<file path="src/rtl/lcd_phy_8080_pkg.sv">
// Shared definitions for the 8080 LCD PHY: FSM encodings, default timing and a parameter
// range helper, also used by the simulation-side LCD model.
package lcd_phy_8080_pkg;

  typedef enum logic [1:0] {
    StIdle    = 2'b00,
    StCsSetup = 2'b01,
    StWrLo    = 2'b10,
    StWrHi    = 2'b11
  } phy_state_e;

  localparam int unsigned DefTWrl   = 1;
  localparam int unsigned DefTWrh   = 1;
  localparam int unsigned DefCsHold = 16;
  localparam int unsigned DefCw     = 8;

  // A phase length is legal when it is at least one and its reload value (val-1) fits in cw bits.
  function automatic bit param_ok(int unsigned val, int unsigned cw);
    return (val >= 1) && (longint'(val) <= (longint'(1) << cw));
  endfunction

endpackage

</file>
<file path="src/rtl/lcd_phy_8080_fmark.sv">
// Two-flop synchroniser followed by a rising-edge detector; emits a one-cycle pulse per
// low-to-high transition of an asynchronous strobe.
module lcd_fmark_sync (
  input  logic clk,
  input  logic rst,
  input  logic async_i,
  output logic pulse_o
);

  logic s0_q, s1_q, prev_q, stb_q;

  always_ff @(posedge clk or posedge rst) begin
    if (rst) begin
      s0_q   <= 1'b0;
      s1_q   <= 1'b0;
      prev_q <= 1'b0;
      stb_q  <= 1'b0;
    end else begin
      s0_q   <= async_i;
      s1_q   <= s0_q;
      prev_q <= s1_q;
      stb_q  <= s1_q & ~prev_q;
    end
  end

  assign pulse_o = stb_q;

endmodule

</file>
<file path="src/rtl/lcd_phy_8080.sv">
// 8080-style 8-bit parallel LCD write PHY with chip-select idle release and FMARK pulse output.
module lcd_phy_8080
  import lcd_phy_8080_pkg::*;
#(
  parameter int unsigned T_WRL   = DefTWrl,
  parameter int unsigned T_WRH   = DefTWrh,
  parameter int unsigned CS_HOLD = DefCsHold,
  parameter int unsigned CW      = DefCw
) (
  input  logic       clk,
  input  logic       rst,
  input  logic [7:0] phy_data_i,
  input  logic       phy_rs_i,
  input  logic       phy_valid_i,
  output logic       phy_ready_o,
  output logic       phy_fmark_stb_o,
  input  logic       ctl_lcd_rst_i,
  output logic       busy_o,
  output logic [7:0] lcd_d_o,
  output logic       lcd_rs_o,
  output logic       lcd_wr_n_o,
  output logic       lcd_cs_n_o,
  output logic       lcd_rst_n_o,
  input  logic       lcd_fmark_i
);

  if (!param_ok(T_WRL, CW) || !param_ok(T_WRH, CW) || !param_ok(CS_HOLD, CW)) begin : gen_bad_cfg
    $error("lcd_phy_8080: T_WRL/T_WRH/CS_HOLD must be in 1..2**CW");
  end

  localparam logic [CW-1:0] WrlLoad  = CW'(T_WRL - 1);
  localparam logic [CW-1:0] WrhLoad  = CW'(T_WRH - 1);
  localparam logic [CW-1:0] HoldLast = CW'(CS_HOLD - 1);
  localparam logic [CW-1:0] One      = CW'(1);

  phy_state_e    state_q, state_d;
  logic [CW-1:0] cnt_q, cnt_d;
  logic          wr_n_q, wr_n_d;
  logic          cs_n_q, cs_n_d;
  logic [7:0]    d_q, d_d;
  logic          rs_q, rs_d;
  logic          rst_n_q;
  logic          accept;
  logic          cs_release;

  assign phy_ready_o = (state_q == StIdle) | ((state_q == StWrHi) & (cnt_q == '0));
  assign busy_o      = (state_q != StIdle);
  assign accept      = phy_valid_i & phy_ready_o;

  always_ff @(posedge clk or posedge rst) begin
    if (rst) begin
      state_q <= StIdle;
      cnt_q   <= '0;
      wr_n_q  <= 1'b1;
      cs_n_q  <= 1'b1;
      d_q     <= 8'h00;
      rs_q    <= 1'b0;
      rst_n_q <= 1'b0;
    end else begin
      state_q <= state_d;
      cnt_q   <= cnt_d;
      wr_n_q  <= wr_n_d;
      cs_n_q  <= cs_n_d;
      d_q     <= d_d;
      rs_q    <= rs_d;
      rst_n_q <= ~ctl_lcd_rst_i;
    end
  end

  // In StIdle the counter doubles as the CS release timer; it only runs while CS is held.
  always_comb begin
    state_d    = state_q;
    cnt_d      = cnt_q;
    cs_release = 1'b0;
    unique case (state_q)
      StIdle: begin
        if (accept) begin
          state_d = cs_n_q ? StCsSetup : StWrLo;
          cnt_d   = cs_n_q ? '0 : WrlLoad;
        end else if (!cs_n_q) begin
          if (cnt_q == HoldLast) begin
            cs_release = 1'b1;
            cnt_d      = '0;
          end else begin
            cnt_d = cnt_q + One;
          end
        end
      end
      StCsSetup: begin
        state_d = StWrLo;
        cnt_d   = WrlLoad;
      end
      StWrLo: begin
        if (cnt_q == '0) begin
          state_d = StWrHi;
          cnt_d   = WrhLoad;
        end else begin
          cnt_d = cnt_q - One;
        end
      end
      StWrHi: begin
        if (cnt_q != '0) begin
          cnt_d = cnt_q - One;
        end else if (accept) begin
          state_d = StWrLo;
          cnt_d   = WrlLoad;
        end else begin
          state_d = StIdle;
          cnt_d   = '0;
        end
      end
      default: ;
    endcase
  end

  // Pin levels are decoded from the next state so the bus lines up with the state register.
  always_comb begin
    wr_n_d = (state_d != StWrLo);
    cs_n_d = cs_n_q;
    if (state_d != StIdle) begin
      cs_n_d = 1'b0;
    end else if (cs_release) begin
      cs_n_d = 1'b1;
    end
    d_d  = accept ? phy_data_i : d_q;
    rs_d = accept ? phy_rs_i : rs_q;
  end

  assign lcd_d_o     = d_q;
  assign lcd_rs_o    = rs_q;
  assign lcd_wr_n_o  = wr_n_q;
  assign lcd_cs_n_o  = cs_n_q;
  assign lcd_rst_n_o = rst_n_q;

  lcd_fmark_sync u_fmark_sync (
    .clk     (clk),
    .rst     (rst),
    .async_i (lcd_fmark_i),
    .pulse_o (phy_fmark_stb_o)
  );

endmodule

</file>
<file path="config.mk">
export PLATFORM = sky130hd
export DESIGN_NAME = lcd_phy_8080
export DESIGN_NICKNAME = d
export VERILOG_FILES = /design/src/rtl/lcd_phy_8080_pkg.sv /design/src/rtl/lcd_phy_8080_fmark.sv /design/src/rtl/lcd_phy_8080.sv
export SDC_FILE = /design/constraint.sdc
export NUM_CORES = 1
export LEC_CHECK = 0
export CORE_UTILIZATION = 54
export DETAILED_ROUTE_END_ITERATION = 6
export GPL_TIMING_DRIVEN = 0
export PLACE_DENSITY = 0.87
export SLEW_MARGIN = 20
export SYNTH_ARGS = -nofsm -noshare
export SYNTH_HDL_FRONTEND = slang
export SYNTH_HIERARCHICAL = 1
export SYNTH_SLANG_ARGS = --single-unit
</file>
<file path="constraint.sdc">
create_clock -name clk -period 3.3 [get_ports clk]
set_input_delay 0.495 -clock clk [delete_from_list [all_inputs] [get_ports clk]]
set_output_delay 0.495 -clock clk [all_outputs]
set_load 0.02 [all_outputs]
</file>
==> results of run 1 <==
-- flip-flops by register name (all words and copies together) (netlist names) --
| name | cells |
|---|---|
| cnt_q | 8 |
| lcd_d_o | 8 |
| state_q | 2 |
| lcd_cs_n_o | 1 |
| lcd_rs_o | 1 |
| lcd_rst_n_o | 1 |
| lcd_wr_n_o | 1 |
| u_fmark_sync/prev_q | 1 |
| u_fmark_sync/pulse_o | 1 |
| u_fmark_sync/s0_q | 1 |
| u_fmark_sync/s1_q | 1 |
-- layout make-up --
class	count	area, um2
tap	28	35.0
inverter	9	33.8
multi-input combinational	91	663
sequential	26	653
clock buffer	4	36.3
buffer	6	25.0
fill	165	581
timing repair buffer	27	270
-- worst paths after layout --
kind                                              from                              to  slack [ns]  cells after the start
setup reg to reg                  cnt_q[0]$_DFFE_PP0P_            cnt_q[7]$_DFFE_PP0P_        1.03                      6
hold reg to reg            u_fmark_sync/s0_q$_DFF_PP0_     u_fmark_sync/s1_q$_DFF_PP0_        0.38                      0
max in group asynchronous                          rst          lcd_d_o[0]$_DFFE_PP0N_        2.15                      2
hold / removal                                     rst  u_fmark_sync/pulse_o$_DFF_PP0_        0.37                      2
min in group clk           u_fmark_sync/s0_q$_DFF_PP0_     u_fmark_sync/s1_q$_DFF_PP0_        0.38                      0
setup / recovery                  cnt_q[0]$_DFFE_PP0P_                     phy_ready_o        0.15                      5
-- logic make-up after synthesis --
family,Yosys count
and+or+nand+nor,42
xor gates and xnor gates,1
muxes,10
buffers and inverters,15
adders and majority gates,3
DFF,26
AOI/OAI and AO/OA,35
-- cells in the final DEF, fill, tap and decap left out, drive strengths merged --
| master | instances |
|---|---|
| dfstp | 2 |
| nand3 | 6 |
| o32ai | 1 |
| o31ai | 1 |
| or3b | 2 |
| inv | 9 |
| nor3 | 4 |
| or4 | 2 |
| nand4 | 1 |
| ha | 3 |
| buf | 2 |
| nor2b | 2 |
| o21ai | 8 |
| nor4b | 1 |
| clkdlybuf4s50 | 27 |
| clkbuf | 8 |
| or3 | 2 |
| a31oi | 3 |
| nand2 | 7 |
| a311oi | 1 |
| nor2 | 9 |
| and3 | 2 |
| mux2 | 9 |
| nor4 | 2 |
| o21a | 3 |
| o2bb2ai | 1 |
| o22ai | 2 |
| xnor2 | 1 |
| mux2i | 1 |
| dfrtp | 24 |
| a21oi | 4 |
| o32a | 2 |
| a221o | 1 |
| a211oi | 3 |
| a2bb2oi | 1 |
| and2 | 1 |
| nand2b | 1 |
| a221oi | 3 |
| o211ai | 1 |
-- critical path: stages (launching register included) --
cell	delay (ns)
dfrtp_1	0.47
inv_1	0.15
ha_1	0.21
or3b_2	0.53
o31ai_4	0.31
clkdlybuf4s50_1	0.66
-- per-layer routing --
| layer | vias up | global-route usage, % | wire (um) |
|---|---|---|---|
| met5 | - | 0 | 0 |
| met2 | 46 | 40.9 | 1480 |
| li1 | 553 | - | - |
| met4 | 0 | 9.65 | 40 |
| met1 | 563 | 34.5 | 1290 |
| met3 | 5 | 3.77 | 195 |
-- per-stage QoR --
step                instances  utilization, %
global route              191            74.7
finish                    191            74.7
global placement          187            73.1
floorplan                 132               -
detailed placement        187            73.1
CTS                       191            74.7
-- report_power, final --
part	switching [mW]	leakage [nW]	internal, mW
Clock	0.0891	0.0210	0.0675
Sequential	0.100	0.320	0.436
Combinational	0.321	0.379	0.288
==> impl_metrics.env, run 1 <==
export IMPL_synthFlopType="dfrtp_1"
export IMPL_cts_resized_gates=0
export IMPL_port_buffers=27
export IMPL_status="finished clean"
export IMPL_muxShareOfSynthArea_pct=8.37
export IMPL_cp_end_kind="primary output"
export IMPL_first_pass_iters=4
export IMPL_nets=181
export IMPL_crit_type="flip-flop to primary output"
export IMPL_overflow=0
export IMPL_clkLatencyLatePin_ns=0.32
export IMPL_initial_core_util_pct=59.9
export IMPL_detail_route_iter0_violations=32
export IMPL_postSynth_asyncResetShare_pct=100
export IMPL_power_density_mw_per_mm2=758
export IMPL_synthTopCellsByArea="dfrtp_1 (44%), mux2_2 (6.6%), dfstp_2 (3.8%), ha_1 (2.7%), o21ai_0 (2.5%)"
export IMPL_yosys_top_cells_count="dfrtp_1 (24), inv_1 (9), nor2_1 (9)"
export IMPL_dieArea_mm2=0.00275
export IMPL_synth_top_family_by_area="compound AO/OA/AOI/OAI gates"
export IMPL_die_y_um=52.5
export IMPL_rsz0062_at_grt="false"
export IMPL_synthAdderAreaFrac_pct=2.73
export IMPL_cts_sinks=26
export IMPL_cts_buffers=3
export IMPL_hp_class="input port to async pin"
export IMPL_syn_inst=132
export IMPL_dp_hpwl_um=2260
export IMPL_synth_largest_area_cell="dfrtp_1"
export IMPL_cts_hold_buf=0
export IMPL_cap_viol_max_count=0
export IMPL_antennaDiodeCount=0
export IMPL_htreeDepth=1
export IMPL_whs_ns=0.365
export IMPL_remaining_drc_errors=0
export IMPL_dpl_cell_area_mm2=0.00168
export IMPL_routed_via_density=6.11
export IMPL_clkTransAtPathRegs_ns=0.13
export IMPL_slew_headroom_pct=45.8
export IMPL_yosys_warnings=6
export IMPL_grt_start_max_net_pins=23
export IMPL_period_minus_slack_ns=3.15
export IMPL_crit_fanout=7
export IMPL_io_pins=29
export IMPL_syn_nets=149
export IMPL_worst_pin_slew_ns=0.811
export IMPL_fmax_ghz=0.318
export IMPL_placementRows=17
export IMPL_grtUsageTotal_pct=25.4
export IMPL_synth_top_cell_area_share_pct=43.7
export IMPL_post_route_period_util_pct=95.3
export IMPL_final_cell_area_mm2=0.00172
export IMPL_pre_cts_ws_ns=0.518
export IMPL_drive_above_1_share_pct=14.7
export IMPL_post_cts_setup_buffers=0
export IMPL_grt_pass1_wl_um=5000
export IMPL_cts_root_buf="clkbuf_4"
export IMPL_peakVddDrop_mv=0.511
export IMPL_syn_to_final_growth_pct=24.8
export IMPL_finalPower_mw=1.30
export IMPL_critPathLaunchType="flip-flop"
export IMPL_num_vias=1167
export IMPL_post_drt_wl_per_cell_um=15.7
export IMPL_synth_xor_area_share_pct=0.637
export IMPL_routed_wl_um=3010
export IMPL_die_w_um=52.5
export IMPL_ant_nets=0
export IMPL_synth_most_common_cell="dfrtp_1"
export IMPL_netlist_area_mm2=0.00138
export IMPL_p_leak_nw=0.720
export IMPL_synth_seq_cells=26
export IMPL_finClkSkew_ns=0.00442
export IMPL_worst_slack_ns=0.154
export IMPL_slew_viol_final=0
export IMPL_setup_violations_final=0
export IMPL_fin_setup_tns_ns=0
export IMPL_synth_edf_count=0
export IMPL_critPathArrivalTime_ns=2.65
export IMPL_clockBufferDepth=2
export IMPL_yosys_area_share_simple_pct=17.6
export IMPL_antenna_found_initial=0
export IMPL_hold_viol=0
export IMPL_synth_distinct_cells=42
export IMPL_required_ns=2.80
export IMPL_gp_congestion=0.890
export IMPL_synth_seq_area_share_pct=47.5
export IMPL_cts_tree="yes"
export IMPL_synth_compound_area_share_pct=18.9
export IMPL_synth_avg_cell_area_um2=10.4
export IMPL_grt_pass1_vias=1071
export IMPL_core_area_mm2=0.00230
Note: power is estimated with default switching activity, not from simulation.
==> run 2: changes to the inputs <==
--- a/config.mk
+++ b/config.mk
@@ -9,6 +9,7 @@
 export DETAILED_ROUTE_END_ITERATION = 6
 export GPL_TIMING_DRIVEN = 0
 export PLACE_DENSITY = 0.87
+export SETUP_SLACK_MARGIN = 0.15
 export SLEW_MARGIN = 20
 export SYNTH_ARGS = -nofsm -noshare
 export SYNTH_HDL_FRONTEND = slang
==> impl_metrics.env, run 2 (synthesis results as in run 1) <==
export IMPL_post_route_period_util_pct=86.4
export IMPL_dpl_cell_area_mm2=0.00168
export IMPL_dieArea_mm2=0.00275
export IMPL_cap_viol_max_count=0
export IMPL_final_cell_area_mm2=0.00172
export IMPL_rsz0062_at_grt="false"
export IMPL_grt_start_max_net_pins=23
export IMPL_status="finished clean"
export IMPL_initial_core_util_pct=59.9
export IMPL_die_w_um=52.5
export IMPL_peakVddDrop_mv=0.512
export IMPL_routed_via_density=6.04
export IMPL_utilization_pct=74.7
export IMPL_overflow=0
export IMPL_routed_wl_um=3030
export IMPL_post_cts_setup_buffers=0
export IMPL_hp_class="input port to async pin"
export IMPL_syn_to_final_growth_pct=24.8
export IMPL_finClkSkew_ns=0.00488
export IMPL_grt_pass1_wl_um=5010
export IMPL_die_y_um=52.5
export IMPL_required_ns=2.80
export IMPL_clkLatencyLatePin_ns=0.32
export IMPL_io_pins=29
export IMPL_finalPower_mw=1.30
export IMPL_final_cell_mix="clkdlybuf4s50_1 (26), dfrtp_1 (24), nor2_1 (9), inv_1 (9), mux2_2 (8)"
export IMPL_detail_route_iter0_violations=34
export IMPL_drive_above_1_share_pct=14.7
export IMPL_final_common_cell="clkdlybuf4s50_1"
export IMPL_crit_type="flip-flop to primary output"
export IMPL_first_pass_iters=4
export IMPL_reg2regPathDepth=6
export IMPL_grtUsageTotal_pct=25.5
export IMPL_whs_ns=0.365
export IMPL_fmax_ghz=0.351
export IMPL_power_density_mw_per_mm2=760
export IMPL_cts_buffers=3
export IMPL_hold_viol=0
export IMPL_nets=181
export IMPL_placementRows=17
export IMPL_worst_slack_ns=0.447
export IMPL_cts_sinks=26
export IMPL_cp_end_kind="primary output"
export IMPL_worst_pin_slew_ns=0.814
export IMPL_clkTransAtPathRegs_ns=0.13
export IMPL_cts_tree="yes"
export IMPL_antenna_found_initial=0
export IMPL_ant_nets=0
export IMPL_port_buffers=27
export IMPL_grt_pass1_vias=1069
export IMPL_num_vias=1154
export IMPL_clockBufferDepth=2
export IMPL_slew_viol_final=0
export IMPL_gp_congestion=0.890
export IMPL_period_minus_slack_ns=2.85
export IMPL_p_leak_nw=0.725
export IMPL_remaining_drc_errors=0
export IMPL_htreeDepth=1
export IMPL_crit_fanout=7
export IMPL_pre_cts_ws_ns=0.518
export IMPL_critPathLaunchType="flip-flop"
export IMPL_critPathArrivalTime_ns=2.36
export IMPL_antennaDiodeCount=0
export IMPL_final_cells=191
export IMPL_post_drt_wl_per_cell_um=15.9
export IMPL_setup_violations_final=0
export IMPL_core_area_mm2=0.00230
export IMPL_fin_setup_tns_ns=0
export IMPL_cts_root_buf="clkbuf_4"
export IMPL_dp_hpwl_um=2260
export IMPL_placed_cells=187
export IMPL_slew_headroom_pct=45.6
[run 2: cell types whose count changed in the layout (fill, tap and decap cells not counted)]
| cell | delta |
|---|---|
| clkdlybuf4s50_1 | -1 |
| dlygate4sd2_1 | +1 |
[run 2: final cells by class]
type / instances / area [um2]
Clock buffer: 4 / 36.3
Buffer: 6 / 25.0
Tap cell: 28 / 35.0
Inverter: 9 / 33.8
Multi-Input combinational cell: 91 / 663
Timing Repair Buffer: 27 / 269
Sequential cell: 26 / 653
Fill cell: 166 / 582
[run 2: metal layers]
metal,vias to the layer above,global-route usage (%),share of wire (%)
li1,551,-,-
met1,557,34.5,43
met2,41,41.1,49
met3,5,3.77,5.9
met4,0,9.65,1.3
met5,-,0,0
[run 2: worst paths after layout]
kind,from,end,slack (ns)
min in group clk,u_fmark_sync/s0_q$_DFF_PP0_,u_fmark_sync/s1_q$_DFF_PP0_,0.38
hold reg to reg,u_fmark_sync/s0_q$_DFF_PP0_,u_fmark_sync/s1_q$_DFF_PP0_,0.38
setup reg to reg,cnt_q[0]$_DFFE_PP0P_,cnt_q[7]$_DFFE_PP0P_,1.02
hold / removal,rst,u_fmark_sync/pulse_o$_DFF_PP0_,0.37
max in group asynchronous,rst,lcd_d_o[0]$_DFFE_PP0N_,2.15
setup / recovery,cnt_q[0]$_DFFE_PP0P_,phy_ready_o,0.45
[run 2: what timing repair did]
action	CTS	global route
resized for setup	1	0
hold buffers	0	0
endpoints found under the setup margin	1	0
[run 2: power by group]
group / internal [mW] / switching (mW)
Sequential: 0.436 / 0.101
Clock: 0.0675 / 0.0891
Combinational: 0.287 / 0.322
Total: 0.791 / 0.512
[run 2: worst max-delay path, cell delays in order, from the launching register on]
cell,delay (ns)
dfrtp_1,0.47
inv_1,0.15
ha_1,0.21
or3b_2,0.54
o31ai_4,0.31
dlygate4sd2_1,0.37
==> run 3: changes to the inputs <==
--- a/config.mk
+++ b/config.mk
@@ -5,13 +5,15 @@
 export SDC_FILE = /design/constraint.sdc
 export NUM_CORES = 1
 export LEC_CHECK = 0
-export CORE_UTILIZATION = 54
+export CORE_UTILIZATION = 50
 export DETAILED_ROUTE_END_ITERATION = 6
 export GPL_TIMING_DRIVEN = 0
-export PLACE_DENSITY = 0.87
+export PLACE_DENSITY = 0.82
 export SETUP_SLACK_MARGIN = 0.15
+export SKIP_CTS_REPAIR_TIMING = 1
 export SLEW_MARGIN = 20
 export SYNTH_ARGS = -nofsm -noshare
 export SYNTH_HDL_FRONTEND = slang
 export SYNTH_HIERARCHICAL = 1
 export SYNTH_SLANG_ARGS = --single-unit
+export TNS_END_PERCENT = 30
==> constraint.sdc (replaced) <==
create_clock -name clk -period 2.8 [get_ports clk]
set_input_delay 0.42 -clock clk [delete_from_list [all_inputs] [get_ports clk]]
set_output_delay 0.42 -clock clk [all_outputs]
set_load 0.02 [all_outputs]
==> impl_metrics.env, run 3 (synthesis results as in run 1) <==
export IMPL_hold_viol=0
export IMPL_cts_buffers=3
export IMPL_required_ns=2.38
export IMPL_antennaDiodeCount=0
export IMPL_fmax_ghz=0.409
export IMPL_pwr_share_clk_pct=12.2
export IMPL_ant_nets=0
export IMPL_final_common_cell="clkdlybuf4s50_1"
export IMPL_grt_pass1_wl_um=4890
export IMPL_crit_type="flip-flop to primary output"
export IMPL_p_seq_share_pct=41.4
export IMPL_hp_class="input port to async pin"
export IMPL_die_y_um=54.4
export IMPL_htreeDepth=1
export IMPL_period_minus_slack_ns=2.45
export IMPL_final_cell_mix="clkdlybuf4s50_1 (26), dfrtp_1 (23), nor2_1 (9), inv_1 (9), mux2_2 (8)"
export IMPL_syn_to_final_growth_pct=25.1
export IMPL_status="finished clean"
export IMPL_wl_met2_um=1420
export IMPL_cp_end_kind="primary output"
export IMPL_routed_via_density=6.13
export IMPL_first_pass_iters=4
export IMPL_clockBufferDepth=2
export IMPL_cp_slowest_cell="or4_1"
export IMPL_crit_chain="or4_1 > buf_2 > o31ai_4 > buf_4"
export IMPL_cts_tree="yes"
export IMPL_cap_viol_max_count=0
export IMPL_wl_met1_um=1360
export IMPL_gp_congestion=0.888
export IMPL_wl_met3_um=206
export IMPL_post_route_period_util_pct=87.4
export IMPL_clkTransAtPathRegs_ns=0.14
export IMPL_port_buffers=27
export IMPL_p_int_uw=936
export IMPL_dieArea_mm2=0.00296
export IMPL_die_w_um=54.4
export IMPL_grt_pass1_vias=1110
export IMPL_rsz0062_at_grt="false"
export IMPL_routed_top_layer="met4"
export IMPL_crit_fanout=7
export IMPL_grt_start_max_net_pins=23
export IMPL_core_area_mm2=0.00254
export IMPL_p_sw_uw=597
export IMPL_peakVddDrop_mv=0.631
export IMPL_crit_buf_inv=2
export IMPL_p_leak_nw=0.722
export IMPL_nets=181
export IMPL_critPathLaunchType="flip-flop"
export IMPL_post_drt_wl_per_cell_um=15.6
export IMPL_critPathArrivalTime_ns=2.03
export IMPL_setup_violations_final=0
export IMPL_worst_pin_slew_ns=0.824
export IMPL_io_pins=29
export IMPL_dp_hpwl_um=2230
export IMPL_finalPower_mw=1.53
export IMPL_power_density_mw_per_mm2=891
export IMPL_slew_headroom_pct=45.0
export IMPL_p_sw_share_pct=38.9
export IMPL_slew_viol_final=0
export IMPL_cts_sinks=26
export IMPL_overflow=0
export IMPL_detail_route_iter0_violations=29
export IMPL_cts_root_buf="clkbuf_4"
export IMPL_num_vias=1183
export IMPL_grtUsageTotal_pct=23.0
export IMPL_clkLatencyLatePin_ns=0.31
export IMPL_critPathMaxStageDelay_ns=0.55
export IMPL_initial_core_util_pct=54.0
export IMPL_antenna_found_initial=0
export IMPL_placementRows=18
export IMPL_finClkSkew_ns=0.00127
export IMPL_power_frac_comb_pct=46.4
export IMPL_remaining_drc_errors=0
export IMPL_routed_wl_um=3020
export IMPL_drive_above_1_share_pct=16.0
export IMPL_final_cell_area_mm2=0.00172
export IMPL_crit_family="simple AND/OR/NAND/NOR gates"
export IMPL_dpl_cell_area_mm2=0.00168
-- run 3: cell count changes in the layout (fill, tap and decap cells not counted), sizes merged --
cell,before,now
dlygate4sd2,1,0
buf,2,3
-- run 3: area by class of cell --
cell class	count	area, um2
repair buffers	27	268
flip-flops and latches	26	654
clock buffers	4	36.3
plain buffers	6	25.0
well taps	30	37.5
multi-input cells	91	666
inverters	9	33.8
fillers	209	825
-- run 3: metrics by stage --
stage | cells | utilization (%) | hold slack [ns] | setup TNS, ns | worst slack (ns)
global placement | 189 | 66.1 | 0.339 | 0 | 0.127
detailed placement | 189 | 66.1 | 0.348 | 0 | 0.0778
CTS | 193 | 67.6 | 0.303 | -0.305 | -0.305
finish | 193 | 67.6 | 0.299 | 0 | 0.352
floorplan | 132 | - | 0.186 | 0 | 0.610
global route | 193 | 67.6 | 0.319 | 0 | 0.258
-- run 3: final timing paths --
path | start | end | slack, ns | cells past startpoint
min | rst | u_fmark_sync/s1_q$_DFF_PP0_ | 0.30 | 2
min in group clk | phy_valid_i | lcd_cs_n_o$_DFFE_PP1P_ | 0.35 | 2
min reg2reg | u_fmark_sync/s0_q$_DFF_PP0_ | u_fmark_sync/s1_q$_DFF_PP0_ | 0.37 | 0
max reg2reg | state_q[0]$_DFF_PP0_ | cnt_q[5]$_DFFE_PP0P_ | 0.53 | 5
max | cnt_q[6]$_DFFE_PP0P_ | phy_ready_o | 0.35 | 4
max in group asynchronous | rst | cnt_q[0]$_DFFE_PP0P_ | 1.65 | 2
-- run 3: power by group through the flow --
stage               clock [mW]  sequential [mW]  combinational, mW
floorplan                    0            0.699              0.390
global placement             0            0.626              0.687
detailed placement           0            0.634              0.713
CTS                      0.197            0.627              0.713
global route             0.209            0.649              0.791
finish                   0.187            0.634              0.712
-- run 3: per-layer routing --
layer  vias up  track usage [%]
met3         4             2.78
met1       574             30.1
met4         0             7.26
met2        51             39.4
li1        554                -
met5         -                0
